`src/rtl/ram_bridge.sv`:
```
// ram_bridge: single-outstanding load/store bridge from a core request port to a
// word-wide synchronous RAM with a fixed read latency (RD_LAT cycles).
// Optional feature macro: RAM_BRIDGE_MISALIGN_SPLIT_EN -- when defined, accesses that
// cross a word boundary are split into two beats; otherwise they are rejected.
module ram_bridge #(
    parameter int unsigned ADDR_W = 32,
    parameter int unsigned RD_LAT = 1
) (
    input  logic              clk,
    input  logic              rstn,
    input  logic              req_valid,
    output logic              req_ready,
    input  logic              req_we,
    input  logic [ADDR_W-1:0] req_addr,
    input  logic [31:0]       req_wdata,
    input  logic              req_unsigned,
    input  logic [1:0]        req_type,
    output logic              rsp_valid,
    output logic [31:0]       rsp_rdata,
    output logic              rsp_err,
    output logic              mem_en,
    output logic [3:0]        mem_we,
    output logic [ADDR_W-1:0] mem_addr,
    output logic [31:0]       mem_wdata,
    input  logic [31:0]       mem_rdata
);

`ifdef RAM_BRIDGE_MISALIGN_SPLIT_EN
    typedef enum logic [2:0] {IDLE, ISSUE0, WAIT0, ISSUE1, WAIT1, RESP} state_t;
`else
    typedef enum logic [2:0] {IDLE, ISSUE0, WAIT0, RESP} state_t;
`endif

    // Wait-state counter terminal value: capture happens in the last wait cycle.
    localparam logic [1:0] LAST_CNT = 2'(RD_LAT - 1);

    state_t            r_state, w_state_d;
    logic [1:0]        r_cnt, w_cnt_d;
    logic              r_we, r_uns, r_err;
    logic [1:0]        r_type;
    logic [ADDR_W-1:0] r_addr;
    logic [31:0]       r_wdata, r_data0;
    logic              w_accept, w_cap0, w_req_cross, w_req_err;
    logic [2:0]        w_req_size;
    logic [3:0]        w_size_mask;
    logic [31:0]       w_wdata_m, w_rd, w_ext;
    logic [ADDR_W-1:0] w_base;
    logic [4:0]        w_shamt;
`ifdef RAM_BRIDGE_MISALIGN_SPLIT_EN
    logic              r_cross, w_cap1;
    logic [31:0]       r_data1;
    logic [7:0]        w_be;
    logic [63:0]       w_wd;
`else
    logic [3:0]        w_be;
    logic [31:0]       w_wd;
`endif

    assign w_accept    = req_valid && (r_state == IDLE);
    assign w_req_cross = ({1'b0, req_addr[1:0]} + w_req_size) > 3'd4;
`ifdef RAM_BRIDGE_MISALIGN_SPLIT_EN
    assign w_req_err   = (req_type == 2'b11);
`else
    assign w_req_err   = (req_type == 2'b11) || w_req_cross;
`endif

    assign w_base    = {r_addr[ADDR_W-1:2], 2'b00};
    assign w_shamt   = {r_addr[1:0], 3'b000};
    assign w_wdata_m = r_wdata & {{8{w_size_mask[3]}}, {8{w_size_mask[2]}},
                                  {8{w_size_mask[1]}}, {8{w_size_mask[0]}}};
    // Lane placement: the upper half of the wide vectors feeds beat 1.
`ifdef RAM_BRIDGE_MISALIGN_SPLIT_EN
    assign w_be = {4'b0000, w_size_mask} << r_addr[1:0];
    assign w_wd = {32'h0, w_wdata_m} << w_shamt;
    assign w_rd = 32'({r_data1, r_data0} >> w_shamt);
`else
    assign w_be = w_size_mask << r_addr[1:0];
    assign w_wd = w_wdata_m << w_shamt;
    assign w_rd = r_data0 >> w_shamt;
`endif

    // Access size in bytes for the incoming request and byte mask for the held one.
    always_comb begin
        w_req_size  = 3'd4;
        w_size_mask = 4'b1111;
        case (req_type)
            2'b00:   w_req_size = 3'd1;
            2'b01:   w_req_size = 3'd2;
            default: w_req_size = 3'd4;
        endcase
        case (r_type)
            2'b00:   w_size_mask = 4'b0001;
            2'b01:   w_size_mask = 4'b0011;
            default: w_size_mask = 4'b1111;
        endcase
    end

    // Sign/zero extension of the merged load data.
    always_comb begin
        w_ext = w_rd;
        case (r_type)
            2'b00:   w_ext = r_uns ? {24'h0, w_rd[7:0]} : {{24{w_rd[7]}}, w_rd[7:0]};
            2'b01:   w_ext = r_uns ? {16'h0, w_rd[15:0]} : {{16{w_rd[15]}}, w_rd[15:0]};
            default: w_ext = w_rd;
        endcase
    end

    // Next-state, wait counter and read-capture strobes.
    always_comb begin
        w_state_d = r_state;
        w_cnt_d   = 2'd0;
        w_cap0    = 1'b0;
`ifdef RAM_BRIDGE_MISALIGN_SPLIT_EN
        w_cap1    = 1'b0;
`endif
        unique case (r_state)
            IDLE: if (req_valid) w_state_d = w_req_err ? RESP : ISSUE0;
            ISSUE0: begin
`ifdef RAM_BRIDGE_MISALIGN_SPLIT_EN
                if (r_we) w_state_d = r_cross ? ISSUE1 : RESP;
`else
                if (r_we) w_state_d = RESP;
`endif
                else      w_state_d = WAIT0;
            end
            WAIT0: begin
                if (r_cnt == LAST_CNT) begin
                    w_cap0 = 1'b1;
`ifdef RAM_BRIDGE_MISALIGN_SPLIT_EN
                    w_state_d = r_cross ? ISSUE1 : RESP;
`else
                    w_state_d = RESP;
`endif
                end else begin
                    w_cnt_d = r_cnt + 2'd1;
                end
            end
`ifdef RAM_BRIDGE_MISALIGN_SPLIT_EN
            ISSUE1: w_state_d = r_we ? RESP : WAIT1;
            WAIT1: begin
                if (r_cnt == LAST_CNT) begin
                    w_cap1    = 1'b1;
                    w_state_d = RESP;
                end else begin
                    w_cnt_d = r_cnt + 2'd1;
                end
            end
`endif
            RESP:    w_state_d = IDLE;
            default: w_state_d = IDLE;
        endcase
    end

    // State and wait counter registers.
    always_ff @(posedge clk or negedge rstn) begin
        if (!rstn) begin
            r_state <= IDLE;
            r_cnt   <= 2'd0;
        end else begin
            r_state <= w_state_d;
            r_cnt   <= w_cnt_d;
        end
    end

    // Request fields latched on acceptance; read beats captured on their strobes.
    always_ff @(posedge clk or negedge rstn) begin
        if (!rstn) begin
            r_we    <= 1'b0;
            r_uns   <= 1'b0;
            r_err   <= 1'b0;
            r_type  <= 2'b00;
            r_addr  <= '0;
            r_wdata <= 32'h0;
            r_data0 <= 32'h0;
`ifdef RAM_BRIDGE_MISALIGN_SPLIT_EN
            r_cross <= 1'b0;
            r_data1 <= 32'h0;
`endif
        end else begin
            if (w_accept) begin
                r_we    <= req_we;
                r_uns   <= req_unsigned;
                r_err   <= w_req_err;
                r_type  <= req_type;
                r_addr  <= req_addr;
                r_wdata <= req_wdata;
`ifdef RAM_BRIDGE_MISALIGN_SPLIT_EN
                r_cross <= w_req_cross;
`endif
            end
            if (w_cap0) r_data0 <= mem_rdata;
`ifdef RAM_BRIDGE_MISALIGN_SPLIT_EN
            if (w_cap1) r_data1 <= mem_rdata;
`endif
        end
    end

    // Outputs decoded from state; everything idles at zero outside its active state.
    always_comb begin
        req_ready = (r_state == IDLE);
        rsp_valid = (r_state == RESP);
        rsp_err   = (r_state == RESP) && r_err;
        rsp_rdata = ((r_state == RESP) && !r_we && !r_err) ? w_ext : 32'h0;
        mem_en    = 1'b0;
        mem_we    = 4'b0000;
        mem_addr  = '0;
        mem_wdata = 32'h0;
        if (r_state == ISSUE0) begin
            mem_en   = 1'b1;
            mem_addr = w_base;
            if (r_we) begin
                mem_we    = w_be[3:0];
                mem_wdata = w_wd[31:0];
            end
        end
`ifdef RAM_BRIDGE_MISALIGN_SPLIT_EN
        if (r_state == ISSUE1) begin
            mem_en   = 1'b1;
            mem_addr = w_base + ADDR_W'(4);
            if (r_we) begin
                mem_we    = w_be[7:4];
                mem_wdata = w_wd[63:32];
            end
        end
`endif
    end

endmodule

```
`config.mk`:
```
export PLATFORM = sky130hd
export DESIGN_NAME = ram_bridge
export DESIGN_NICKNAME = d
export VERILOG_FILES = /design/src/rtl/ram_bridge.sv
export SDC_FILE = /design/constraint.sdc
export NUM_CORES = 1
export LEC_CHECK = 0
export ABC_CLOCK_PERIOD_IN_PS = 2900
export CAP_MARGIN = 10
export CORE_ASPECT_RATIO = 0.8
export CORE_MARGIN = 2
export CORE_UTILIZATION = 49
export DETAILED_ROUTE_END_ITERATION = 7
export GPL_TIMING_DRIVEN = 1
export HOLD_SLACK_MARGIN = 0.06
export PLACE_DENSITY = 0.95
export SLEW_MARGIN = 20
export SYNTH_ARGS = -nofsm -noshare
export SYNTH_HDL_FRONTEND = slang
export SYNTH_SLANG_ARGS = --single-unit
```
`constraint.sdc`:
```
create_clock -name clk -period 2.9 [get_ports clk]
set_input_delay 0.58 -clock clk [delete_from_list [all_inputs] [get_ports clk]]
set_output_delay 0.58 -clock clk [all_outputs]
set_load 0.02 [all_outputs]
```
Word level (Yosys, flattened, before mapping). Cells that the tools add are included.

Bits in latches: 0. RAM bits: 0. Bits in registers: 106. ROM bits: 0. Input port bits: 103. Memories: 0. Logic and storage cells: 57.

Div/mod/pow operators: 0. Equal/unequal tests: 8. $add $sub $neg: 2. $lt $le $gt $ge: 1. Shift-type cells: 3. Bitwise gates (word level): 1. Muxes and demuxes: 21. Reduce and logical (&&, ||, !) cells: 12. Multiply operators: 0.

Operator list (count): $mux W32 (6); $pmux W32 S2 (1); $and A32 B32 Y32 (1); $shl A32 B5 Y32 (1); $shr A32 B5 Y32 (1); $pmux W3 S3 (1); $mux W4 (2); $pmux W4 S2 (1); $eq A3 B2 Y1 const B (2); $logic_not A2 Y1 (3); $mux W2 (3); $mux W3 (2); $pmux W3 S2 (1); $eq A2 B1 Y1 const B (2); $logic_and A1 B1 Y1 (4); $mux W1 (4); $ne A2 B2 Y1 const B (2); $shl A4 B2 Y4 (1); $add A2 B3 Y3 (1); $eq A3 B1 Y1 const B (1); $gt A3 B3 Y1 const B (1); $logic_not A3 Y1 (1); $add A2 B1 Y2 const B (1); $eq A2 B2 Y1 const B (1); other kinds (3) (4).

Logic depth before layout (Yosys ltp). Gate-level depths: netlist (run 1).

Word-level depth: 8. Gate-level depth with buffers: 8.

Least setup slack after synthesis (run 1). Ideal clock, no wire load.

Kind: register to output. Start: reg r_state[1]. End: out mem_wdata[0]. Required time: 2320 ps. Setup slack: 311 ps. Buffers on the path: 0. Stages on the path, launching flop included: 6. Arrival time: 2009 ps. Cells stage by stage: dfrtp_1 -> inv_1 -> ha_1 -> nand2_1 -> nor3_1 -> and2_1.

Longest elaborated chain between the ends: 2.

RTL lines: from (decl) (RTL line 37) `state_t r_state, w_state_d;`; from (signal assigned) (RTL line 160) `r_state <= w_state_d;`; $eq A3 B1 Y1 (RTL line 208) `if (r_state == ISSUE0) begin`; $mux W32 (RTL line 208); to (decl) (RTL line 24) `output logic [31:0] mem_wdata,`.

No other way between the ends.

Worst setup path in the final report (run 1).
Start: reg r_addr[1]. End: out rsp_rdata[8].

Longest elaborated chain between the ends: 4. Elaborated cells on any way between the ends: 5. Those cells by class: 1 x shift; 4 x mux.

RTL lines: from (decl) (RTL line 41) `logic [ADDR_W-1:0] r_addr;`; from (signal assigned) (RTL line 185) `r_addr <= req_addr;`; $shr A32 B5 Y32 * (RTL line 79) `assign w_rd = r_data0 >> w_shamt;`; $mux W32, on equally long branches (RTL line 103, 102); $pmux W32 S2 * (RTL line 101) `case (r_type)`; $mux W32 * (RTL line 203) `rsp_rdata = ((r_state == RESP) && !r_we && !r_err) ? w_ext : 32'h0;`; to (decl) (RTL line 19) `output logic [31:0] rsp_rdata,`.

Every way passes the cells marked *; elsewhere a longest branch is shown, timed or not.

==> reports/qor.csv, run 1 <==
stage,metric,value,unit
place,HPWL Detailed,12200,microns
timing,Slew HR,58.4,%
pwr,Final Power,0.00837,W
clock_network,Skew-Pair Late Insertion Delay,0.35,ns
job,max-cap viol count,0,
timing,final worst slack,0.0447,ns
setup_path,FF-to-FF Start,r_state[0],
place,Final Wtd Congestion,0.923,
pwr,LEAKAGE,3.74,nW
timing,Worst Tran Pin Value,0.624,ns
cells_and_area,"commonest non-fill, non-tap cell in the layout",clkdlybuf4s50_1,
cells_and_area,most frequent cells in the layout,"clkdlybuf4s50_1, mux2_2, dfrtp_1",
grt,grt ovf,0,
cells_and_area,n_diodes,0,
die,Ports,207,
die,die width,124,microns
clock_network,CTS sink cnt,105,
route,# DRC,0,
die,total die area,12400,sq um
cells_and_area,layout cells sized above 1,25.0,%
setup_path,reg2reg setup slack,1.08,ns
die,Starting Density,51.0,%
cells_and_area,nets,823,
route,DRT iter0 DRCs,267,
place,I/O Buffers,204,
grt,GRT Total Usage,27.0,%
setup_path,critical path endpoint category,primary output,
synthesis,largest cells by area after synthesis,"dfrtp_1, mux2_2, and2_1",
clock_network,number of CTS-inserted buffers,9,
clock_network,deepest clock path buffer count,2,
die,chip height,99.8,microns
synthesis,"Seq/Total Area, Yosys",46.7,%
cells_and_area,# fillers,770,
timing,final critical-path share of the clock period,98.5,%
synthesis,Post-Synthesis Cells,504,
timing,max-slew violations,0,
route,first drt pass iteration count,4,
clock_network,CTS tree,built,
hold_path,Hold Path Class,in2async,
pwr,peak supply drop,0.553,mV
route,DRT antenna net count,0,
grt,initial antenna violation count,0,
clock_network,H-tree depth,3,
status,status,completed,
timing,fmax,0.350,GHz
route,vias,4858,
grt,largest net degree at the start of global routing,57,
route,per-cell routed wire length,19.2,microns
synthesis,Synth cell types,38,
synthesis,"Cell Area, Synth",5620,sq um
synthesis,Yosys reg bits,105,
setup_path,FF-to-FF path depth,5,
pwr,PwrDens,1030,nW/um^2
synthesis,Synth top area share,46.7,%
timing,crit path time final,2.86,ns
timing,"Setup violations, final",0,
clock_network,CTS Root Cell,clkbuf_16,
die,Core ar.,11000,sq um
timing,Setup Skew,0.0128,ns
setup_path,maximum fanout along the worst path,8,
setup_path,Worst setup SP type,register,
setup_path,reg-to-reg endpoint,r_wdata[8],
die,row count,34,
timing,RSZ-0062 raised after global routing,false,
synthesis,cell taking the most area after synthesis,dfrtp_1,
route,Total Wirelength,16600,microns
cells_and_area,synth-to-layout area growth,44.8,%
setup_path,CP arrival,2.28,ns
setup_path,Crit Path Category,reg2out,
route,vias per cell,5.64,
timing,Final Hold Fails,0,
synthesis,Mapped Avg Cell Area,11.2,sq um
grt,first-pass GRT wire length,25400,microns
grt,number of global-route vias before repair,4913,
timing,sum of negative setup slack,0,ns
clock_network,Clock Pin Slew Worst Setup and Hold Paths,0.07,ns
setup_path,worst path required time,2.32,ns
synthesis,Yosys Warn Count,0,
place,Post-Place Setup Slack,-0.153,ns
[stage by stage]
stage / hold slack (ns) / cells / util, % / cell area [sq um]
floorplan: 0.284 / 505 / - / 5630
global placement: 0.478 / 841 / 71.6 / 7890
detailed placement: 0.486 / 841 / 71.6 / 7890
CTS: 0.259 / 861 / 74.1 / 8160
global route: 0.297 / 861 / 73.9 / 8140
finish: 0.238 / 861 / 73.9 / 8140
[worst max-delay path, stage by stage (launching register included)]
cell and delay, ns:
dfrtp_2 0.45, mux2i_2 0.32, buf_4 0.19, nor3b_1 0.05, or3_4 0.39, and3_1 0.21, dlygate4sd2_1 0.32
[where the power goes]
group	switching [W]	internal (W)	leakage [nW]
clock	0.000527	0.000603	0.135
combinational	0.00220	0.00219	2.37
sequential	0.000642	0.00222	1.23
[per-layer routing]
layer	share of wire (%)	vias up	GRT usage, %
met5	0	-	0
met4	2.5	0	9.70
met3	8.1	39	7.05
met2	49	222	44.6
met1	40	2395	34.4
li1	-	2202	-
[cells by family (layout without fill, tap and decap cells)]
family | after synthesis | count (layout) | share of synthesized area (%)
compound gates | 98 | 98 | 10.8
xor+xnor | 2 | 2 | 0.312
fa+ha+maj | 8 | 8 | 1.91
buf+inv | 46 | 258 | 3.72
flops | 105 | 105 | 46.7
mux | 118 | 118 | 23.3
other cells | 1 | 2 | 0.0667
simple gates | 126 | 126 | 13.2
[synth_stat cells]
cell type / count
a211oi_1: 32
a21oi_1: 26
a31oi_1: 1
a32oi_1: 8
and2_1: 41
and3_1: 8
buf_1: 12
buf_2: 11
buf_4: 6
clkbuf_1: 8
conb_1: 1
dfrtp_1: 105
fa_1: 1
ha_1: 7
inv_1: 9
mux2_2: 101
mux2i_1: 17
nand2_1: 22
nand2b_1: 1
nand3_1: 1
nand3b_1: 1
nand4b_1: 1
nor2_1: 13
nor2b_1: 20
nor3_1: 3
nor3_2: 1
nor3b_1: 10
nor4b_4: 1
o211ai_1: 1
o21ai_0: 27
o21ai_1: 1
o22ai_1: 1
o31ai_1: 1
or2_0: 1
or3_4: 1
or3b_1: 1
xnor2_1: 1
xor2_1: 1
[state kept, by name, indices dropped and copies added (netlist names)]
signal / flops
r_addr: 32
r_data0: 32
r_wdata: 32
r_cnt: 2
r_state: 2
r_type: 2
r_err: 1
r_uns: 1
r_we: 1
[worst max path at each step]
stage,endpoint,depth (start not counted),startpoint
after floorplan,mem_wdata[0],5,r_state[1]
after global placement,rsp_rdata[19],6,r_state[1]
after detailed placement,rsp_rdata[17],5,r_addr[1]
after CTS,mem_wdata[1],7,r_state[1]
after global routing,mem_wdata[9],6,r_type[1]
final,rsp_rdata[8],6,r_addr[1]
[cell type report]
type,count,area [sq um],share of cell area [%]
Multi-Input combinational cell,354,2830,34.8
Timing Repair Buffer,233,2190,26.9
Clock buffer,11,243,2.98
Inverter,9,33.8,0.415
Tap cell,144,180,2.21
Sequential cell,105,2630,32.3
Clock inverter,5,31.3,0.384
[repair_timing]
action	4_1_cts	5_1_grt
resized for setup	60	54
setup endpoints to repair	67	28
hold buffers	0	0
pin swaps	3	0
buffers inserted	4	0
Power figures use the tool's default switching activity.
==> run 2: changes to the inputs <==
- CORE_UTILIZATION: 49 -> 60
- CTS_CLUSTER_DIAMETER: default -> 40
- DONT_BUFFER_PORTS: default -> 1
- GPL_TIMING_DRIVEN: 1 -> 0
- PLACE_DENSITY: 0.95 -> 0.87
==> reports/qor.csv, run 2 (same netlist as run 1, synthesis figures left out) <==
stage,metric,value,unit,change
status,status,finished with violations,,was completed
status,failing checks,negative hold slack,,
timing,WHS,-0.0834,ns,was 0.238 ns
route,DRT iter0 DRCs,295,,was 267
die,Starting Density,61.9,%,was 51.0%
grt,grt ovf,0,,unchanged
route,vias per cell,6.69,,was 5.64
place,Cells after DPL,620,,was 841
setup_path,Worst setup SP type,register,,unchanged
clock_network,number of CTS-inserted buffers,9,,unchanged
clock_network,CTS Root Cell,clkbuf_16,,unchanged
pwr,LEAKAGE,2.62,nW,was 3.74 nW
setup_path,worst path bufs/invs,1,,was 2
route,per-cell routed wire length,24.8,microns,was 19.2 microns
setup_path,Crit Path Category,reg2out,,unchanged
cells_and_area,# fillers,708,,was 770
die,die width,112,microns,was 124 microns
timing,final critical-path share of the clock period,98.3,%,was 98.5%
cells_and_area,most frequent cells in the layout,"dfrtp_1, mux2_2, and2_1",,"was clkdlybuf4s50_1, mux2_2, dfrtp_1"
place,Post-Place Setup Slack,-0.411,ns,was -0.153 ns
route,Total Wirelength,15900,microns,"was 16,600 microns"
clock_network,H-tree depth,3,,unchanged
cells_and_area,nets,632,,was 823
clock_network,CTS sink cnt,105,,unchanged
timing,fmax,0.351,GHz,was 0.350 GHz
job,max-cap viol count,0,,unchanged
place,HPWL Detailed,11200,microns,"was 12,200 microns"
route,vias,4290,,"was 4,858"
setup_path,cells along the critical path,inv_1 > ha_2 > nand2_2 > a21oi_4 > o21ai_0 > a21oi_2,,was mux2i_2 > buf_4 > nor3b_1 > or3_4 > and3_1 > dlygate4sd2_1
setup_path,Crit path largest cell delay,0.45,ns,about the same
setup_path,critical path endpoint category,primary output,,unchanged
timing,crit path time final,2.85,ns,was 2.86 ns
timing,Final Hold Fails,105,,was 0
setup_path,Worst path top cell family by delay,compound AO/OA/AOI/OAI gates,,was simple AND/OR/NAND/NOR gates
cells_and_area,synth-to-layout area growth,13.3,%,was 44.8%
timing,"Setup violations, final",0,,unchanged
pwr,peak supply drop,0.775,mV,was 0.553 mV
setup_path,worst path required time,2.32,ns,about the same
clock_network,deepest clock path buffer count,2,,unchanged
die,row count,31,,was 34
cells_and_area,layout cells sized above 1,37.5,%,was 25.0%
place,I/O Buffers,0,,was 204
place,Final Wtd Congestion,0.896,,was 0.923
cells_and_area,Finished Cell Area,6370,sq um,was 8140 sq um
hold_path,Hold Path Class,in2async,,unchanged
cells_and_area,fin cells,641,,was 861
grt,first-pass GRT wire length,24300,microns,"was 25,400 microns"
grt,GRT Total Usage,30.9,%,was 27.0%
timing,Slew HR,51.4,%,was 58.4%
grt,largest net degree at the start of global routing,106,,was 57
grt,initial antenna violation count,0,,unchanged
cells_and_area,Final Util,70.2,%,was 73.9%
route,# DRC,0,,unchanged
timing,RSZ-0062 raised after global routing,true,,was false
setup_path,maximum fanout along the worst path,9,,was 8
die,chip height,90.6,microns,was 99.8 microns
cells_and_area,"commonest non-fill, non-tap cell in the layout",dfrtp_1,,was clkdlybuf4s50_1
grt,number of global-route vias before repair,4413,,"was 4,913"
clock_network,CTS tree,built,,unchanged
clock_network,Skew-Pair Late Insertion Delay,0.35,ns,about the same
setup_path,CP arrival,2.27,ns,was 2.28 ns
place,area post-placement,5770,sq um,was 7890 sq um
cells_and_area,biggest registers after layout,"r_addr (32), r_data0 (32), r_wdata (32)",,unchanged
route,DRT antenna net count,0,,unchanged
route,first drt pass iteration count,5,,was 4
timing,final worst slack,0.0506,ns,was 0.0447 ns
timing,max-slew violations,0,,unchanged
pwr,Final Power,0.00805,W,was 0.00837 W
pwr,PwrDens,1260,nW/um^2,was 1030 nW/um^2
timing,Setup Skew,0.00669,ns,was 0.0128 ns
die,Ports,207,,unchanged
die,Core ar.,9080,sq um,"was 11,000 sq um"
cells_and_area,n_diodes,0,,unchanged
setup_path,slowest stage cell on the critical path,dfrtp_2,,unchanged
timing,Worst Tran Pin Value,0.730,ns,was 0.624 ns
clock_network,Clock Pin Slew Worst Setup and Hold Paths,0.07,ns,about the same
die,total die area,10200,sq um,"was 12,400 sq um"
## run 2: power breakdown
group          total [W]  internal, W  switching, W
logic            0.00398      0.00160       0.00238
clock network    0.00124     0.000676      0.000567
registers        0.00282      0.00222      0.000609
total            0.00805      0.00449       0.00355
## run 2: repair_timing
item                                    CTS  global route
gates resized for setup                  45            33
pin swaps                                 3             7
endpoints found under the setup margin   57            42
cloned                                    0             1
setup buffers                             4             0
endpoints found under the hold margin   105           105
## run 2: worst register-to-register path, delay by kind of cell (launching register included)
kind                     cells  cell delay [ns]
adder cells (fa/ha/maj)      1             0.32
AND/OR/NAND/NOR              1             0.27
flip-flops                   1             0.41
buffers and inverters        2             0.67
multiplexers                 1             0.43
## run 2: area by class of cell
| type | instances | area [sq um] | share of cell area [%] |
|---|---|---|---|
| plain buffers | 37 | 194 | 3.04 |
| clock buffers | 9 | 225 | 3.53 |
| clock inverters | 7 | 76.3 | 1.20 |
| inverters | 9 | 33.8 | 0.530 |
| multi-input cells | 355 | 3030 | 47.6 |
| flip-flops and latches | 105 | 2630 | 41.3 |
| well taps | 115 | 144 | 2.26 |
| repair buffers | 4 | 33.8 | 0.530 |
## run 2: final timing paths
| check | startpoint | endpoint | slack [ns] | depth (start not counted) |
|---|---|---|---|---|
| worst min-delay path | rstn | r_addr[9] | -0.08 | 0 |
| worst max-delay path | r_state[1] | mem_wdata[23] | 0.05 | 6 |
| max in group asynchronous | rstn | r_data0[20] | 2.84 | 0 |
| worst min register to register | r_addr[14] | r_addr[14] | 0.50 | 1 |
| min in group clk | req_wdata[4] | r_wdata[4] | 0.37 | 1 |
| worst max register to register | r_state[0] | r_wdata[27] | 0.68 | 5 |
## run 2: metal layers
layer	GRT usage, %	vias up	share of wire, %
met4	10.5	0	3.1
met1	38.5	2147	38
met5	0	-	0
met3	9.93	53	9.8
li1	-	1829	-
met2	51.1	261	49
## run 2: per-stage QoR
step	setup TNS [ns]	hold slack [ns]
after global routing	-0.117	-0.102
after global placement	-4.71	0.287
after CTS	-0.139	-0.0893
final	0	-0.0834
after detailed placement	-3.12	0.286
after floorplan	0	0.284
